$ cat config.mk
export PLATFORM = sky130hd
export DESIGN_NAME = mux_nch_reg
export DESIGN_NICKNAME = d
export VERILOG_FILES = /design/src/rtl/mux_nch_reg.sv
export SDC_FILE = /design/constraint.sdc
export NUM_CORES = 1
export LEC_CHECK = 0
export BUFFER_PORTS_ARGS = -buffer_cell sky130_fd_sc_hd__buf_2
export CORE_MARGIN = 2
export CORE_UTILIZATION = 30
export DETAILED_ROUTE_END_ITERATION = 16
export PLACE_DENSITY_LB_ADDON = 0.25
export SYNTH_ARGS = -nofsm -noshare
export SYNTH_HDL_FRONTEND = slang
export SYNTH_SLANG_ARGS = --single-unit
$ cat constraint.sdc
create_clock -name clk -period 1.2 [get_ports clk]
set_input_delay 0.36 -clock clk [delete_from_list [all_inputs] [get_ports clk]]
set_output_delay 0.36 -clock clk [all_outputs]
set_load 0.02 [all_outputs]
$ cat src/rtl/mux_nch_reg.sv
// mux_nch_reg: N-channel registered mux with per-channel valid/ready, manual select and round-robin scan.
// Define MUX_NCH_DEBUG_EN to expose the per-channel product terms and cur on dbg_terms.
module mux_nch_reg #(
    parameter int WIDTH    = 8,
    parameter int CHANNELS = 4,
    parameter int SEL_W    = 2,
    parameter int DWELL    = 4
) (
    input  logic                      clk,
    input  logic                      rst,
    input  logic                      mode,
    input  logic [SEL_W-1:0]          sel,
    input  logic [CHANNELS*WIDTH-1:0] in_data,
    input  logic [CHANNELS-1:0]       in_valid,
    output logic [CHANNELS-1:0]       in_ready,
    output logic [WIDTH-1:0]          out_data,
    output logic [SEL_W-1:0]          out_chan,
    output logic                      out_valid,
    input  logic                      out_ready
`ifdef MUX_NCH_DEBUG_EN
    ,
    output logic [CHANNELS*WIDTH+SEL_W-1:0] dbg_terms
`endif
);

    localparam int               CNT_W   = $clog2(DWELL) + 1;
    localparam int               SEL_N   = 1 << SEL_W;
    localparam logic [SEL_W-1:0] LAST_CH = SEL_W'(CHANNELS - 1);
    localparam logic [CNT_W-1:0] LAST_DW = CNT_W'(DWELL - 1);

    logic [SEL_W-1:0]          cur;
    logic [CNT_W-1:0]          dwell_cnt;
    logic                      adv;
    logic [CHANNELS*WIDTH-1:0] terms;
    logic [WIDTH-1:0]          nxt_data;
    logic                      nxt_valid;
    logic [SEL_N-1:0]          sel_legal;

    assign adv = !out_valid || out_ready;

    // Select is an AND-OR tree of per-channel product terms gated by cur.
    always_comb begin
        in_ready  = '0;
        terms     = '0;
        nxt_data  = '0;
        nxt_valid = 1'b0;
        for (int k = 0; k < CHANNELS; k++) begin
            if (cur == SEL_W'(k)) begin
                in_ready[k]              = adv;
                terms[k*WIDTH +: WIDTH]  = in_data[k*WIDTH +: WIDTH];
                nxt_valid                = in_valid[k];
            end
            nxt_data = nxt_data | terms[k*WIDTH +: WIDTH];
        end
    end

    // Codes at or beyond CHANNELS exist only for non-power-of-2 channel counts.
    always_comb begin
        sel_legal = '0;
        for (int k = 0; k < SEL_N; k++) begin
            sel_legal[k] = (k < CHANNELS);
        end
    end

    always_ff @(posedge clk) begin
        if (rst) begin
            cur       <= '0;
            dwell_cnt <= '0;
            out_valid <= 1'b0;
            out_data  <= '0;
            out_chan  <= '0;
        end else begin
            if (adv) begin
                out_valid <= nxt_valid;
                out_data  <= nxt_data;
                out_chan  <= cur;
            end
            if (!mode) begin
                dwell_cnt <= '0;
                if (adv && sel_legal[sel]) begin
                    cur <= sel;
                end
            end else if (adv) begin
                if (dwell_cnt == LAST_DW) begin
                    dwell_cnt <= '0;
                    cur       <= (cur == LAST_CH) ? '0 : cur + 1'b1;
                end else begin
                    dwell_cnt <= dwell_cnt + 1'b1;
                end
            end
        end
    end

`ifdef MUX_NCH_DEBUG_EN
    assign dbg_terms = {cur, terms};
`endif

endmodule
==> metrics.md <==
| Metric | Value |
|---|---|
| Register area share after synthesis | between 30% and 40% |
| Vias in the first global route | about 1,000 |
| Avg Inst Size Synth | approximately 9 um^2 |
| Post-Syn Nets | around 150 |
| Period utilization | 127.9% |
| Critical-path maximum fanout | 4 |
| Largest family of logic cells by synthesized area | compound AO/OA/AOI/OAI gates |
| RSZ-0062 raised after global routing | yes |
| Layout cell share with drive strength beyond 1 | 74.44% |
| DR vias | around 1,100 |
| Post-synth EDFFs | 0 |
| First-pass GRT wire length | approximately 4700 um |
| # fillers | roughly 280 |
| # diodes | 0 |
| CP startpoint kind | flop |
| Tmin final | approximately 1.5 ns |
| Worst Hold End | out_valid |
| Register area | ~340 um^2 |
| Slew margin rel. | 81.86% |
| Port buffer count | 56 |
| Status | finished with violations |
| Synth Area in XOR/XNOR | 0% |
| Area of the multi-input gates | roughly 730 um^2 |
| Drt first pass iters | 4 |
| Antenna violations before repair | 0 |
| Reg-to-reg critical path startpoint | cur[0] |
| Family with the most delay on the worst path | flip-flops |
| DRC Markers | 0 |
| CP bufs+invs | 2 |
| Core Footprint | around 3000 um^2 |
| CP Cell Sequence | inv_4 > ha_4 > and2_4 > buf_6 |
| Total chip power | 1.845 mW |
| Hold_buf cts | 0 |
| CTS tree | built |
| Nets@finish | 229 |
| Clock slew seen by the registers of the worst setup and hold paths | about 0.10 ns |
| Largest net degree at the start of global routing | 16 |
| Yosys reg bits | 16 |
| Most common library cells after synthesis | a22oi_1, dfxtp_1, nor2_1, nand2_1 |
| CTS max path bufs | 2 |
| Root Driver | clkbuf_4 |
| Placer Congestion | between 0.7 and 0.8 |
| Simple-Gate Fraction of Synth Area | roughly 17% |
| Capture point of the worst reg-to-reg path | out_valid |
| WP depth | 4 |
| Final worst slack | -0.3344 ns |
| Area delta synth->final | 75.64% |
| Clock Latency Late Sink | ~0.30 ns |
| Min-Delay Path Class | in -> reg |
| Mux cell area share after synthesis | between 2 and 3% |
| DR WL/cell | 13.84 um |
| Worst-Margin Slew | around 0.27 ns |
| Crit-path slowest cell | dfxtp_4 |
| Non-Filler Instances | between 200 and 250 |
| Final Hold Slack | approximately 0.37 ns |
| Violated checks | negative setup slack |
| Crit path capture type | output port |
| Worst VDD drop | around 560 uV |
| Data required, critical path | between 0.8 and 0.9 ns |
| H-tree depth | 1 |
| Core Util, Final | between 50 and 60% |
| Final hold violations | 0 |
| Post-detail-place hpwl | ~2300 um |
| Total CTS buffers | 3 |
| Initial Util | a little under a third |
| Synth top area share | about 33% |
| Std-Cell Rows | 20 |
| Hold Path Origin | in_valid[3] |
| Setup Crit Path Kind | reg -> out |
| Area after DPL | 1380 um^2 |
| Setup TNS | -2.896 ns |
| R2R cell count | 8 |
| Final wirelength | around 3100 um |
| Pins over their slew limit | 0 |
| Top cells by area, synth | dfxtp_1, a22oi_1, a311oi_2, ha_1, a21oi_1 |
| Top cell type by total area after synthesis | dfxtp_1 |
| Remaining global-route overflow | 0 |
| Die height | between 60 and 70 um |
| Mapped Area | between 900 and 1000 um^2 |
| Cell total after placement | roughly 210 |
| Synthesized netlist cell count | between 100 and 150 |
| IO Count | 57 |
| Power Density | between 1000 and 1500 nW/um^2 |
| Initial drt markers | 28 |
| Via/cell ratio | 4.844 |
| Synth unique cells | 28 |
| Hold Path Stages | 3 |
| Reg2reg setup slack | -0.25 ns |
| Dominant synthesized flop cell | dfxtp_1 |
| Final Cell Area | between 1500 and 2000 um^2 |
| DIE AREA | 3725 um^2 |
| Compound-cell area share of the yosys netlist | a little under a third |
| Synth Area in Adders | 7.692% |
| CTS sink cnt | 16 |
| DIE WIDTH | 61.04 um |
| Antenna Nets Post-Route | 0 |
| FMAX | 651.7 MHz |
| Gr usage total | between 10% and 20% |
| Worst Setup Slack post-DPL | -0.1002 ns |
| Crit path arrival time | around 1.2 ns |
| Leak | 0.7410 nW |
| Max Cap Violations | 0 |
| Synth Warn # | 0 |
| Crit path largest cell delay | a little over 0.4 ns |
| Setup violators final | 14 |
| FFs w/ async S/R, synth | 0% |
| Clock skew | ~0.0063 ns |
-- flip-flops by register name, indices dropped and copies added, names as in the netlist --
name	cells
cur	2
out_valid	1
dwell_cnt	3
out_chan	2
out_data	8
-- worst min-delay path: cells and delay by family --
family                 cells  cell delay, ns
AOI/OAI and AO/OA          2            0.18
buffers and inverters      1            0.08
-- kinds of logic after synthesis --
kind of cell | count (synthesis)
adder cells (fa/ha/maj) | 6
buffers and inverters | 13
multiplexers | 2
flip-flops | 16
AND/OR/NAND/NOR | 33
AO/OA/AOI/OAI | 36
-- how the worst max path moves through the flow --
stage | from | end | slack [ns]
3_5_place_dp | out_ready | in_ready[0] | -0.10
4_1_cts | cur[1] | in_ready[1] | -0.34
6_report | cur[1] | in_ready[1] | -0.33
2_1_floorplan | out_ready | in_ready[0] | -0.06
3_3_place_gp | out_ready | in_ready[2] | -0.10
5_1_grt | cur[1] | in_ready[1] | -0.37
-- cell type report --
cell class | instances | share of cell area [%]
well taps | 44 | 3.212
clock buffers | 4 | 2.117
repair buffers | 80 | 31.09
multi-input cells | 77 | 42.77
inverters | 3 | 0.9489
flip-flops and latches | 16 | 19.85
-- routing by layer --
| metal | vias to the layer above | routed length, um | track usage (%) |
|---|---|---|---|
| met5 | - | 0 | 0 |
| met4 | 0 | 42 | 9.627 |
| met3 | 4 | 134 | 1.050 |
| met2 | 26 | 1591 | 29.94 |
| met1 | 520 | 1333 | 21.19 |
| li1 | 535 | - | - |
-- cells in the final DEF, fill, tap and decap left out, drive strengths merged --
cell type | synthesis | routed
nand3 | 1 | 1
buf | 9 | 80
ha | 6 | 6
o2bb2ai | 2 | 2
and2 | 4 | 4
clkbuf | 1 | 4
nand2 | 7 | 7
mux2i | 1 | 1
a311oi | 8 | 8
dfxtp | 16 | 16
o21ai | 1 | 1
mux2 | 1 | 1
nand2b | 4 | 4
nor3 | 2 | 2
nand3b | 1 | 1
a22oi | 16 | 16
nor2b | 3 | 3
a211oi | 2 | 2
nor2 | 11 | 11
a21oi | 7 | 7
inv | 3 | 3
-- timing repair --
item | 4_1_cts | 5_1_grt
gates cloned | 0 | 0
buffers inserted | 3 | 6
gates resized for setup | 36 | 27
pin swaps | 17 | 6
setup endpoints to repair | 18 | 26
-- power by group --
part           leakage (nW)  internal (mW)  switching (mW)
Sequential            0.136          0.606          0.0567
Combinational         0.584          0.418           0.384
Clock                0.0210          0.185           0.197
Note: power is estimated with default switching activity, not from simulation.
